File: config.mk
export PLATFORM = sky130hd
export DESIGN_NAME = if_id_queue
export DESIGN_NICKNAME = d
export VERILOG_FILES = /design/src/rtl/if_id_pkg.sv /design/src/rtl/instr_fifo.sv /design/src/rtl/if_id_queue.sv
export SDC_FILE = /design/constraint.sdc
export NUM_CORES = 1
export LEC_CHECK = 0
export BUFFER_PORTS_ARGS = -buffer_cell sky130_fd_sc_hd__clkbuf_2
export CAP_MARGIN = 20
export CORE_UTILIZATION = 54
export DETAILED_ROUTE_END_ITERATION = 7
export PLACE_DENSITY = 0.84
export SLEW_MARGIN = 20
export SYNTH_ARGS = -nofsm -noshare
export SYNTH_HDL_FRONTEND = slang
export SYNTH_SLANG_ARGS = --single-unit
File: constraint.sdc
create_clock -name clk -period 9.4 [get_ports clk]
set_input_delay 0.47 -clock clk [delete_from_list [all_inputs] [get_ports clk]]
set_output_delay 0.47 -clock clk [all_outputs]
set_load 0.05 [all_outputs]
File: src/rtl/if_id_pkg.sv
// if_id_pkg: opcode constants and field positions shared by the IF/ID queue.
package if_id_pkg;
    localparam logic [3:0]  OP_HLT    = 4'hF;
    localparam logic [3:0]  OP_BR_REG = 4'hD;
    localparam logic [2:0]  BR_PREFIX = 3'b110;
    localparam logic [15:0] NOP       = 16'h0000;
    localparam int FIELD_W = 4;
    localparam int RT_LSB  = 0;
    localparam int RS_LSB  = 4;
    localparam int RD_LSB  = 8;
    localparam int OP_LSB  = 12;
endpackage

File: src/rtl/instr_fifo.sv
// instr_fifo: generic DEPTH-entry FIFO with count and synchronous clear; caller guards push/pop.
module instr_fifo #(
    parameter int DEPTH = 2,
    parameter int W     = 32
) (
    input  logic                     clk,
    input  logic                     rst,
    input  logic                     clear,
    input  logic                     push,
    input  logic                     pop,
    input  logic [W-1:0]             wdata,
    output logic [W-1:0]             rdata,
    output logic [$clog2(DEPTH):0]   count
);
    localparam int AW = $clog2(DEPTH);
    localparam int CW = AW + 1;
    logic [W-1:0]  mem [DEPTH];
    logic [AW-1:0] wptr, rptr;
    always_ff @(posedge clk or negedge rst) begin
        if (!rst) begin
            wptr  <= '0;
            rptr  <= '0;
            count <= '0;
        end else if (clear) begin
            wptr  <= '0;
            rptr  <= '0;
            count <= '0;
        end else begin
            if (push) wptr <= wptr + AW'(1);
            if (pop) rptr <= rptr + AW'(1);
            count <= count + CW'(push) - CW'(pop);
        end
    end
    // storage carries no reset; count alone decides what is valid
    always_ff @(posedge clk) begin
        if (push && !clear) mem[wptr] <= wdata;
    end
    assign rdata = mem[rptr];
endmodule

File: src/rtl/if_id_queue.sv
// if_id_queue: DEPTH-entry instruction/PC queue between fetch and decode,
// with flush, sticky halt and head pre-decode.
module if_id_queue
    import if_id_pkg::*;
#(
    parameter int DEPTH   = 2,
    parameter int PC_W    = 16,
    parameter int INSTR_W = 16
) (
    input  logic                   clk,
    input  logic                   rst,
    input  logic                   if_valid,
    output logic                   if_ready,
    input  logic [INSTR_W-1:0]     if_instr,
    input  logic [PC_W-1:0]        if_pc,
    input  logic                   flush,
    input  logic                   id_ready,
    output logic                   id_valid,
    output logic [INSTR_W-1:0]     id_instr,
    output logic [PC_W-1:0]        id_pc,
    output logic [3:0]             id_rs,
    output logic [3:0]             id_rt,
    output logic [3:0]             id_rd,
    output logic                   id_branch,
    output logic                   id_branch_reg,
    output logic                   id_hlt,
    output logic [$clog2(DEPTH):0] count
);
    localparam int CW = $clog2(DEPTH) + 1;
    logic [INSTR_W+PC_W-1:0] rdata;
    logic                    halted, push, pop;
    assign if_ready = (count != CW'(DEPTH)) && !halted;
    assign id_valid = count != '0;
    assign push     = if_valid && if_ready;
    assign pop      = id_valid && id_ready;
    instr_fifo #(.DEPTH(DEPTH), .W(INSTR_W + PC_W)) u_fifo (
        .clk   (clk),
        .rst   (rst),
        .clear (flush),
        .push  (push),
        .pop   (pop),
        .wdata ({if_instr, if_pc}),
        .rdata (rdata),
        .count (count)
    );
    always_ff @(posedge clk or negedge rst) begin
        if (!rst) halted <= 1'b0;
        else if (flush) halted <= 1'b0;
        else if (push && if_instr[OP_LSB +: FIELD_W] == OP_HLT) halted <= 1'b1;
    end
    // empty queue presents a NOP bubble so decode flags stay quiet
    assign id_instr      = id_valid ? rdata[PC_W +: INSTR_W] : NOP;
    assign id_pc         = id_valid ? rdata[PC_W-1:0] : '0;
    assign id_rs         = id_instr[RS_LSB +: FIELD_W];
    assign id_rt         = id_instr[RT_LSB +: FIELD_W];
    assign id_rd         = id_instr[RD_LSB +: FIELD_W];
    assign id_branch     = id_instr[OP_LSB+1 +: 3] == BR_PREFIX;
    assign id_branch_reg = id_instr[OP_LSB +: FIELD_W] == OP_BR_REG;
    assign id_hlt        = id_instr[OP_LSB +: FIELD_W] == OP_HLT;
endmodule

==> results of run 1 <==
-- layout make-up --
class / count / area, um^2 / share of cell area
tap: 67 / 83.8 / 0.0242
sequential: 69 / 2050 / 0.590
timing repair buffer: 91 / 468 / 0.135
clock buffer: 9 / 124 / 0.0357
inverter: 5 / 18.8 / 0.00541
clock inverter: 7 / 90.1 / 0.0260
multi-input combinational: 90 / 638 / 0.184
-- worst max-delay path, cell delays in order (launching register included) --
cell and delay, ns:
dfrtp_2 0.99, mux2i_1 0.20, or3_4 0.43, nor4_2 0.14, clkbuf_2 0.31
-- worst paths after layout --
check	start	to	slack, ns	depth (start not counted)
max in group asynchronous	rst	u_fifo.rptr	8.74	2
hold / removal	if_instr[5]	u_fifo.mem[0][21]	0.32	1
setup / recovery	u_fifo.rptr	id_hlt	6.52	4
setup reg to reg	u_fifo.count[1]	u_fifo.count[0]	7.70	6
hold reg to reg	halted	halted	0.54	2
min in group asynchronous	rst	u_fifo.wptr	0.50	2
-- power breakdown --
group | internal, mW | switching [mW] | total, mW | leakage, nW
clock | 0.148 | 0.107 | 0.255 | 0.107
combinational | 0.119 | 0.390 | 0.510 | 0.651
sequential | 0.368 | 0.0366 | 0.404 | 0.651
-- per-layer routing --
layer / wire length (um) / global-route usage / vias to the layer above
li1: - / - / 812
met1: 1980 / 0.209 / 773
met2: 2330 / 0.303 / 65
met3: 298 / 0.0528 / 10
met4: 108 / 0.109 / 0
met5: 0 / 0 / -
-- state kept, by name, summed over array words and instances (netlist names) --
signal,flops
u_fifo.rptr,1
u_fifo.count,2
halted,1
u_fifo.wptr,1
u_fifo.mem,64
-- cells in the mapped netlist (all sizes together) --
master | instances | share of area
a31oi | 1 | 0.0022
nor3 | 2 | 0.0053
xor2 | 2 | 0.0062
xnor2 | 1 | 0.0031
inv | 5 | 0.0066
nor2b | 3 | 0.0066
ha | 2 | 0.0088
nor3b | 1 | 0.0027
nand2b | 1 | 0.0022
or3 | 1 | 0.0040
buf | 19 | 0.048
nor2 | 38 | 0.050
edfxtp | 64 | 0.68
a21oi | 1 | 0.0018
and4 | 1 | 0.0031
mux2i | 32 | 0.11
nand2 | 1 | 0.0013
nor4 | 1 | 0.0044
mux2 | 1 | 0.0040
o21ai | 1 | 0.0018
dfrtp | 5 | 0.044
-- kinds of logic (layout without fill, tap and decap cells) --
| group | count (synthesis) | in the layout | share of synthesized area |
|---|---|---|---|
| muxes | 33 | 33 | 0.117 |
| buffers and inverters | 24 | 112 | 0.0549 |
| AOI/OAI and AO/OA | 3 | 3 | 0.00575 |
| xor gates and xnor gates | 3 | 3 | 0.00929 |
| and+or+nand+nor | 49 | 49 | 0.0801 |
| adders and majority gates | 2 | 2 | 0.00885 |
| DFF | 69 | 69 | 0.724 |
==> reports/qor.txt, run 1 <==
clock transition at the registers of the reported paths -> 0.07 ns
MaxCap Viol Count -> 0
Syn Nets -> 222
crit share post-route -> 0.307
crit path capture type -> output port
core area -> 4880 um^2
Ys Warns -> 0
worst vdd ir -> 0.226 mV
Tightest Pin Transition -> 0.951 ns
worst slack at placement -> 6.87 ns
Max H-tree Level -> 3
GR Overflow Total -> 0
Die Y -> 74.4 um
Layout Cells excl Fill -> 338
diode count -> 0
largest net degree at the start of global routing -> 36
initial antenna violation count -> 0
clock latency on the worst-skew pair -> 0.34 ns
synthesized area per cell -> 15.5 um^2
relative max-transition margin -> 0.366
die area -> 5530 um^2
Max Fclk -> 0.347 GHz
vias per cell -> 4.91
final-report setup violation count -> 0
1st-iter DRT viols -> 87
Leak Pwr -> 1.41 nW
Pwr Total -> 1.17 mW
post-synth cell types -> 24
layout cells sized above 1 -> 0.417
Final Critical Period -> 2.88 ns
Post-DRT Antenna Nets -> 0
vias in the first global route -> 1503
Util after Layout -> 0.711
Clock Skew -> 0.00890 ns
Nets -> 305
DRC -> 0
worst setup margin -> 6.52 ns
clock buffer count from CTS -> 9
starting density of the core -> 0.579
Hold Path Class -> primary input to flop
Post-CTS Resized -> 0
Vias -> 1660
CTS tree -> yes
Syn Inst Count -> 183
Max Slew Vio Count -> 0
Worst EP required -> 8.93 ns
setup TNS -> 0 ns
DRT Pass-1 Iters -> 4
clk buf depth -> 2
synthesis-to-layout area growth -> 22.7%
fillers -> 358
first-pass GRT wire length -> 6930 um
cell area after synthesis -> 2830 um^2
PD cells -> 337 nW/um^2
Arrival @ worst endpoint -> 2.41 ns
WL/cell -> 13.9 um
Design Area, Final -> 3470 um^2
final wirelength -> 4720 um
RSZ-0062 raised after global routing -> no
WHS -> 0.320 ns
All-Layer GR Usage -> 0.182
post-CTS setup buffers -> 0
hold buffer count at CTS -> 1
Horiz. Die Dim -> 74.4 um
Crit Path Category -> flop to output port
status -> completed
Final Hold Viols -> 0
startpoint types -> flop
gp weighted congestion -> 0.736
placed instance area -> 3250 um^2
row count -> 25
dpl hpwl -> 3140 um
flops & latches, synth -> 69
Seq/Total Area, Yosys -> 0.724
Placed Instances -> 321
I/O pin count -> 88
clock sinks -> 69
most frequent cells in the layout -> clkbuf_2 (87), edfxtp_1 (64), nor2_1 (37)
crit-path max FO -> 33
Buffers on Ports -> 87
root buffer cell -> clkbuf_8
commonest non-fill, non-tap cell in the layout -> clkbuf_2
Power figures use the tool's default switching activity.
==> inputs of run 2 (changes only) <==
ABC_AREA = 1   (was default)
CORE_UTILIZATION = 46   (was 54)
PLACE_DENSITY = 0.76   (was 0.84)
clock period = 2.56 ns   (was 9.4 ns; I/O delays follow)
==> reports/qor.txt, run 2 <==
status -> completed (unchanged)
Clock Skew -> 0.00650 ns (was 0.00890 ns)
Post-DRT Antenna Nets -> 0 (unchanged)
register area -> 2050 um^2 (about the same)
gp weighted congestion -> 0.771 (was 0.736)
Final Critical Period -> 2.10 ns
area of the multi-input gates -> 627 um^2 (was 638 um^2)
Die Y -> 81.0 um (was 74.4 um)
clock transition at the registers of the reported paths -> 0.07 ns (about the same)
Yosys top cell area share -> 0.670 (was 0.680)
PD cells -> 1230 nW/um^2 (was 337 nW/um^2)
first-pass GRT wire length -> 8320 um (was 6930 um)
layout cells sized above 1 -> 0.328 (was 0.417)
DRT Pass-1 Iters -> 4 (unchanged)
Syn Inst Count -> 239 (was 183)
Leak Pwr -> 1.64 nW (was 1.41 nW)
number of flip-flops in the largest register -> 64 (unchanged)
clock sinks -> 69 (unchanged)
vias per cell -> 4.71 (was 4.91)
Worst EP required -> 2.43 ns (was 8.93 ns)
Seq/Total Area, Yosys -> 0.713 (was 0.724)
Tightest Pin Transition -> 0.551 ns (was 0.951 ns)
cell taking the most area after synthesis -> edfxtp_1 (unchanged)
top flop regs -> u_fifo.mem: 64 flops, u_fifo.count: 2 flops (unchanged)
RSZ-0062 raised after global routing -> no (unchanged)
final-report setup violation count -> 0 (unchanged)
worst vdd ir -> 0.660 mV (was 0.226 mV)
CTS tree -> yes (unchanged)
crit-path max FO -> 29 (was 33)
die area -> 6560 um^2 (was 5530 um^2)
Max H-tree Level -> 3 (unchanged)
Crit Path Category -> flop to output port (unchanged)
hold_sp -> if_instr[14] (was if_instr[5])
fillers -> 481 (was 358)
setup TNS -> 0 ns (unchanged)
All-Layer GR Usage -> 0.174 (was 0.182)
row count -> 28 (was 25)
I/O pin count -> 88 (unchanged)
core area -> 5960 um^2 (was 4880 um^2)
post-synth cell types -> 23 (was 24)
crit path capture type -> output port (unchanged)
hold path cells -> 1 (unchanged)
combinational family with the most area after synthesis -> simple AND/OR/NAND/NOR gates (was multiplexers)
Commonest cells post-synth -> nand2_1 (71), edfxtp_1 (64), a21oi_1 (33), nor2_1 (13), buf_4 (12) (was edfxtp_1 (64), nor2_1 (38), mux2i_1 (32), buf_4 (14))
clock buffer count from CTS -> 9 (unchanged)
simple-gate share of the synthesized area -> 0.145 (was 0.0801)
top-count cell post-synth -> nand2_1 (was edfxtp_1)
multiplexer share of the synthesized area -> 0 (was 0.117)
Synth Area in XOR/XNOR -> 0 (was 0.00929)
dpl hpwl -> 3440 um (was 3140 um)
crit share post-route -> 0.820
flops & latches, synth -> 69 (unchanged)
reg2reg start -> u_fifo.count[1] (unchanged)
synthesis-to-layout area growth -> 33.0% (was 22.7%)
largest net degree at the start of global routing -> 33 (was 36)
GR Overflow Total -> 0 (unchanged)
Max Fclk -> 0.476 GHz
relative max-transition margin -> 0.632 (was 0.366)
diode count -> 0 (unchanged)
synth top area cells -> edfxtp_1 (67%), nand2_1 (9.3%), a21oi_1 (5.8%) (was edfxtp_1 (68%), mux2i_1 (11%), nor2_1 (5.0%))
Compound-Gate Fraction of Synth Area -> 0.0619 (was 0.00575)
Ys Warns -> 0 (unchanged)
Hold Path Class -> primary input to flop (unchanged)
MaxCap Viol Count -> 0 (unchanged)
Max Slew Vio Count -> 0 (unchanged)
vias in the first global route -> 1874 (was 1503)
final wirelength -> 5290 um (was 4720 um)
synthesized area per cell -> 12.0 um^2 (was 15.5 um^2)
clk buf depth -> 2 (unchanged)
top_reg_cell synth -> edfxtp_1 (unchanged)
Syn Nets -> 278 (was 222)
1st-iter DRT viols -> 96 (was 87)
Buffers on Ports -> 87 (unchanged)
startpoint types -> flop (unchanged)
clock latency on the worst-skew pair -> 0.33 ns (was 0.34 ns)
Reg with most FFs -> u_fifo.mem (unchanged)
worst r2r path cells -> 4 (was 6)
Final Hold Viols -> 0 (unchanged)
number of flops mapped to enable cells by yosys -> 64 (unchanged)
most frequent cells in the layout -> clkbuf_2 (87), nand2_1 (71), edfxtp_1 (64) (was clkbuf_2 (87), edfxtp_1 (64), nor2_1 (37))
Util after Layout -> 0.641 (was 0.711)
WL/cell -> 12.3 um (was 13.9 um)
Hold EP -> u_fifo.mem[1][30] (was u_fifo.mem[0][21])
asr flop ratio synth -> 0.0725 (unchanged)
Nets -> 389 (was 305)
Vias -> 2020 (was 1660)
commonest non-fill, non-tap cell in the layout -> clkbuf_2 (unchanged)
WHS -> 0.0118 ns (was 0.320 ns)
reg2reg end -> u_fifo.mem[1][18] (was u_fifo.count[0])
root buffer cell -> clkbuf_8 (unchanged)
starting density of the core -> 0.482 (was 0.579)
Arrival @ worst endpoint -> 1.97 ns (was 2.41 ns)
Horiz. Die Dim -> 81.0 um (was 74.4 um)
initial antenna violation count -> 0 (unchanged)
worst reg-to-reg setup slack -> 0.65 ns (was 7.70 ns)
cell area after synthesis -> 2870 um^2 (was 2830 um^2)
Post-Synth Adder-Cell Area -> 0.00872 (was 0.00885)
post-CTS setup buffers -> 0 (unchanged)
DRC -> 0 (unchanged)
-- run 2: cell types whose count changed in the layout (fill, tap and decap cells not counted), sizes merged, moves of 2 or more --
cell	before	now
a21oi	1	33
nor2	38	15
mux2i	32	0
nor3	2	0
nand2	1	75
inv	5	12
nor2b	3	0
nand4	0	2
xor2	2	0
nand3	0	6
dlygate4sd3	1	31
-- run 2: worst max path at each step --
stage                               start  slack [ns]  cells past startpoint           endpoint
after global placement    u_fifo.count[1]        0.75                      4  u_fifo.mem[1][15]
final                         u_fifo.rptr        0.46                      6      id_branch_reg
after floorplan           u_fifo.count[1]        0.27                      4           id_rd[0]
after global routing          u_fifo.rptr        0.29                      6          id_branch
after CTS                     u_fifo.rptr        0.42                      6      id_branch_reg
after detailed placement  u_fifo.count[1]        0.68                      4  u_fifo.mem[1][15]
-- run 2: critical path, stage by stage, from the launching register on --
cell and delay, ns:
dfrtp_1 0.55, buf_4 0.38, nand2_1 0.14, nand2_2 0.09
nand3_2 0.08, nor2_1 0.12, clkbuf_2 0.28
-- run 2: area by class of cell --
type | instances | area share
clock inverters | 6 | 0.0269
flip-flops and latches | 69 | 0.536
clock buffers | 9 | 0.0324
multi-input cells | 136 | 0.164
inverters | 12 | 0.0125
well taps | 75 | 0.0246
repair buffers | 122 | 0.203
-- run 2: through the flow --
step | instance area [um^2] | setup slack, ns | power [mW] | instances
final | 3820 | 0.460 | 4.70 | 429
after detailed placement | 3280 | 0.683 | 3.70 | 383
after CTS | 3810 | 0.423 | 4.74 | 428
after global routing | 3820 | 0.290 | 4.94 | 429
after global placement | 3280 | 0.746 | 3.68 | 383
after floorplan | 2870 | 0.274 | 3.35 | 239
-- run 2: per-layer routing --
layer,vias to the layer above,part of all wire,GRT usage
li1,1025,-,-
met1,920,0.43,0.215
met2,63,0.50,0.292
met3,12,0.044,0.0360
met4,0,0.021,0.0857
met5,-,0,0
-- run 2: kinds of logic after synthesis --
group,Yosys count
and+or+nand+nor,99
adders and majority gates,2
AOI/OAI and AO/OA,35
DFF,69
buffers and inverters,34
-- run 2: power breakdown --
| group | switching, mW | leakage, nW | total, mW | internal [mW] |
|---|---|---|---|---|
| Combinational | 1.83 | 0.869 | 2.28 | 0.449 |
| Clock | 0.370 | 0.114 | 1.00 | 0.633 |
| Sequential | 0.0602 | 0.657 | 1.42 | 1.36 |
-- run 2: timing repair --
item,CTS,global route
hold endpoints to repair,62,2
resized for setup,0,0
setup endpoints to repair,0,0
hold buffers,30,1
==> inputs of run 3 (changes only) <==
clock period = 1.86 ns   (was 2.56 ns; I/O delays follow)
==> reports/qor.txt, run 3 (synthesis gave the netlist of run 2 again) <==
status -> completed (unchanged)
Clock Skew -> 0.00600 ns (was 0.00650 ns)
crit share post-route -> 0.940
relative max-transition margin -> 0.804 (was 0.632)
fillers -> 452 (was 481)
WHS -> 0.0440 ns (was 0.0118 ns)
DRC -> 0 (unchanged)
RSZ-0062 raised after global routing -> no (unchanged)
first-pass GRT wire length -> 8620 um (was 8320 um)
PD cells -> 1630 nW/um^2 (was 1230 nW/um^2)
worst vdd ir -> 0.963 mV (was 0.660 mV)
vias per cell -> 4.72 (was 4.71)
Leak Pwr -> 1.65 nW (was 1.64 nW)
top flop regs -> u_fifo.mem: 64 flops, u_fifo.count: 2 flops (unchanged)
Final Hold Viols -> 0 (unchanged)
Buffers on Ports -> 87 (unchanged)
I/O pin count -> 88 (unchanged)
number of flip-flops in the largest register -> 64 (unchanged)
placed instance area -> 3380 um^2 (was 3280 um^2)
core area -> 5960 um^2 (unchanged)
row count -> 28 (unchanged)
Max Slew Vio Count -> 0 (unchanged)
clock transition at the registers of the reported paths -> 0.07 ns (about the same)
CTS tree -> yes (unchanged)
Post-DRT Antenna Nets -> 0 (unchanged)
final wirelength -> 5690 um (was 5290 um)
starting density of the core -> 0.482 (unchanged)
gp weighted congestion -> 0.784 (was 0.771)
final-report setup violation count -> 0 (unchanged)
largest net degree at the start of global routing -> 32 (was 33)
dpl hpwl -> 3560 um (was 3440 um)
Design Area, Final -> 3930 um^2 (was 3820 um^2)
Horiz. Die Dim -> 81.0 um (unchanged)
startpoint types -> flop (unchanged)
Max stage delay on crit path -> 0.45 ns (was 0.55 ns)
Worst EP required -> 1.77 ns (was 2.43 ns)
setup TNS -> 0 ns (unchanged)
Util after Layout -> 0.659 (was 0.641)
Max H-tree Level -> 3 (unchanged)
Tightest Pin Transition -> 0.296 ns (was 0.551 ns)
clock buffer count from CTS -> 9 (unchanged)
Die Y -> 81.0 um (unchanged)
Vias -> 2066 (was 2020)
GRT met2 Usage -> 0.325 (was 0.292)
worst slack at placement -> 0.325 ns (was 0.683 ns)
synthesis-to-layout area growth -> 36.8% (was 33.0%)
Final Critical Period -> 1.75 ns
crit path capture type -> output port (unchanged)
clock sinks -> 69 (unchanged)
Nets -> 397 (was 389)
CP Cell Sequence -> nor2_4 -> buf_4 -> inv_2 -> nand3_2 -> nor2_1 -> clkbuf_4 (was buf_4 -> nand2_1 -> nand2_2 -> nand3_2 -> nor2_1 -> clkbuf_2)
Crit Path Category -> flop to output port (unchanged)
Hold Path Class -> primary input to flop (unchanged)
commonest non-fill, non-tap cell in the layout -> clkbuf_2 (unchanged)
WL/cell -> 13.0 um (was 12.3 um)
GR Overflow Total -> 0 (unchanged)
crit-path max FO -> 18 (was 29)
Max Fclk -> 0.572 GHz
Crit path max-delay family -> buffers and inverters (unchanged)
Arrival @ worst endpoint -> 1.66 ns (was 1.97 ns)
layout cells sized above 1 -> 0.377 (was 0.328)
die area -> 6560 um^2 (unchanged)
DRT Pass-1 Iters -> 4 (unchanged)
MaxCap Viol Count -> 0 (unchanged)
All-Layer GR Usage -> 0.184 (was 0.174)
clock latency on the worst-skew pair -> 0.33 ns (about the same)
initial antenna violation count -> 0 (unchanged)
slowest stage cell, crit path -> dfrtp_2 (was dfrtp_1)
most frequent cells in the layout -> clkbuf_2 (84), nand2_1 (71), edfxtp_1 (64) (was clkbuf_2 (87), nand2_1 (71), edfxtp_1 (64))
worst setup margin -> 0.112 ns (was 0.460 ns)
GR Util met1 -> 0.200 (was 0.215)
Reg with most FFs -> u_fifo.mem (unchanged)
1st-iter DRT viols -> 119 (was 96)
root buffer cell -> clkbuf_8 (unchanged)
worst path bufs/invs -> 3 (was 2)
vias in the first global route -> 1922 (was 1874)
M3 GR Usage -> 0.0438 (was 0.0360)
clk buf depth -> 2 (unchanged)
global routing's busiest layer -> met2 (unchanged)
diode count -> 0 (unchanged)
run 3: power by group:
part / internal (mW) / switching, mW
Sequential: 1.88 / 0.0794
Clock: 0.604 / 0.514
Combinational: 0.709 / 2.60
run 3: per-stage QoR:
step,std cells,power (mW)
floorplan,239,4.69
global route,438,6.69
global placement,387,5.19
CTS,437,6.41
detailed placement,387,5.23
finish,438,6.39
run 3: what timing repair did:
| item | CTS | global route |
|---|---|---|
| gates resized for setup | 2 | 12 |
| hold buffers | 34 | 0 |
| setup buffers | 0 | 0 |
| endpoints found under the setup margin | 2 | 3 |
| hold endpoints to repair | 70 | 0 |
| gates cloned | 0 | 1 |
run 3: worst paths after layout:
path | to | cells after the start | slack (ns) | startpoint
worst max-delay path | id_hlt | 6 | 0.11 | u_fifo.count[1]
worst min-delay path | halted | 3 | 0.04 | if_valid
worst max register to register | u_fifo.mem[0][11] | 6 | 0.30 | u_fifo.count[1]
worst min register to register | u_fifo.wptr | 2 | 0.55 | u_fifo.wptr
max in group asynchronous | u_fifo.rptr | 2 | 1.53 | rst
min in group asynchronous | halted | 2 | 0.17 | rst
run 3: cell type report:
cell class | count | area [um^2] | area share
timing repair inverter | 1 | 5.00 | 0.00127
sequential | 69 | 2050 | 0.522
clock inverter | 6 | 53.8 | 0.0137
multi-input combinational | 136 | 674 | 0.172
timing repair buffer | 129 | 867 | 0.221
tap | 75 | 93.8 | 0.0239
inverter | 12 | 53.8 | 0.0137
clock buffer | 10 | 128 | 0.0325
run 3: worst min-delay path, stage by stage:
cell	delay, ns
clkbuf_2	0.10
nand4_1	0.09
o21bai_1	0.06
run 3: per-layer routing:
metal  share of wire  up-vias
li1                -     1040
met1            0.41      951
met2            0.52       64
met3           0.045       11
met4           0.022        0
met5               0        -
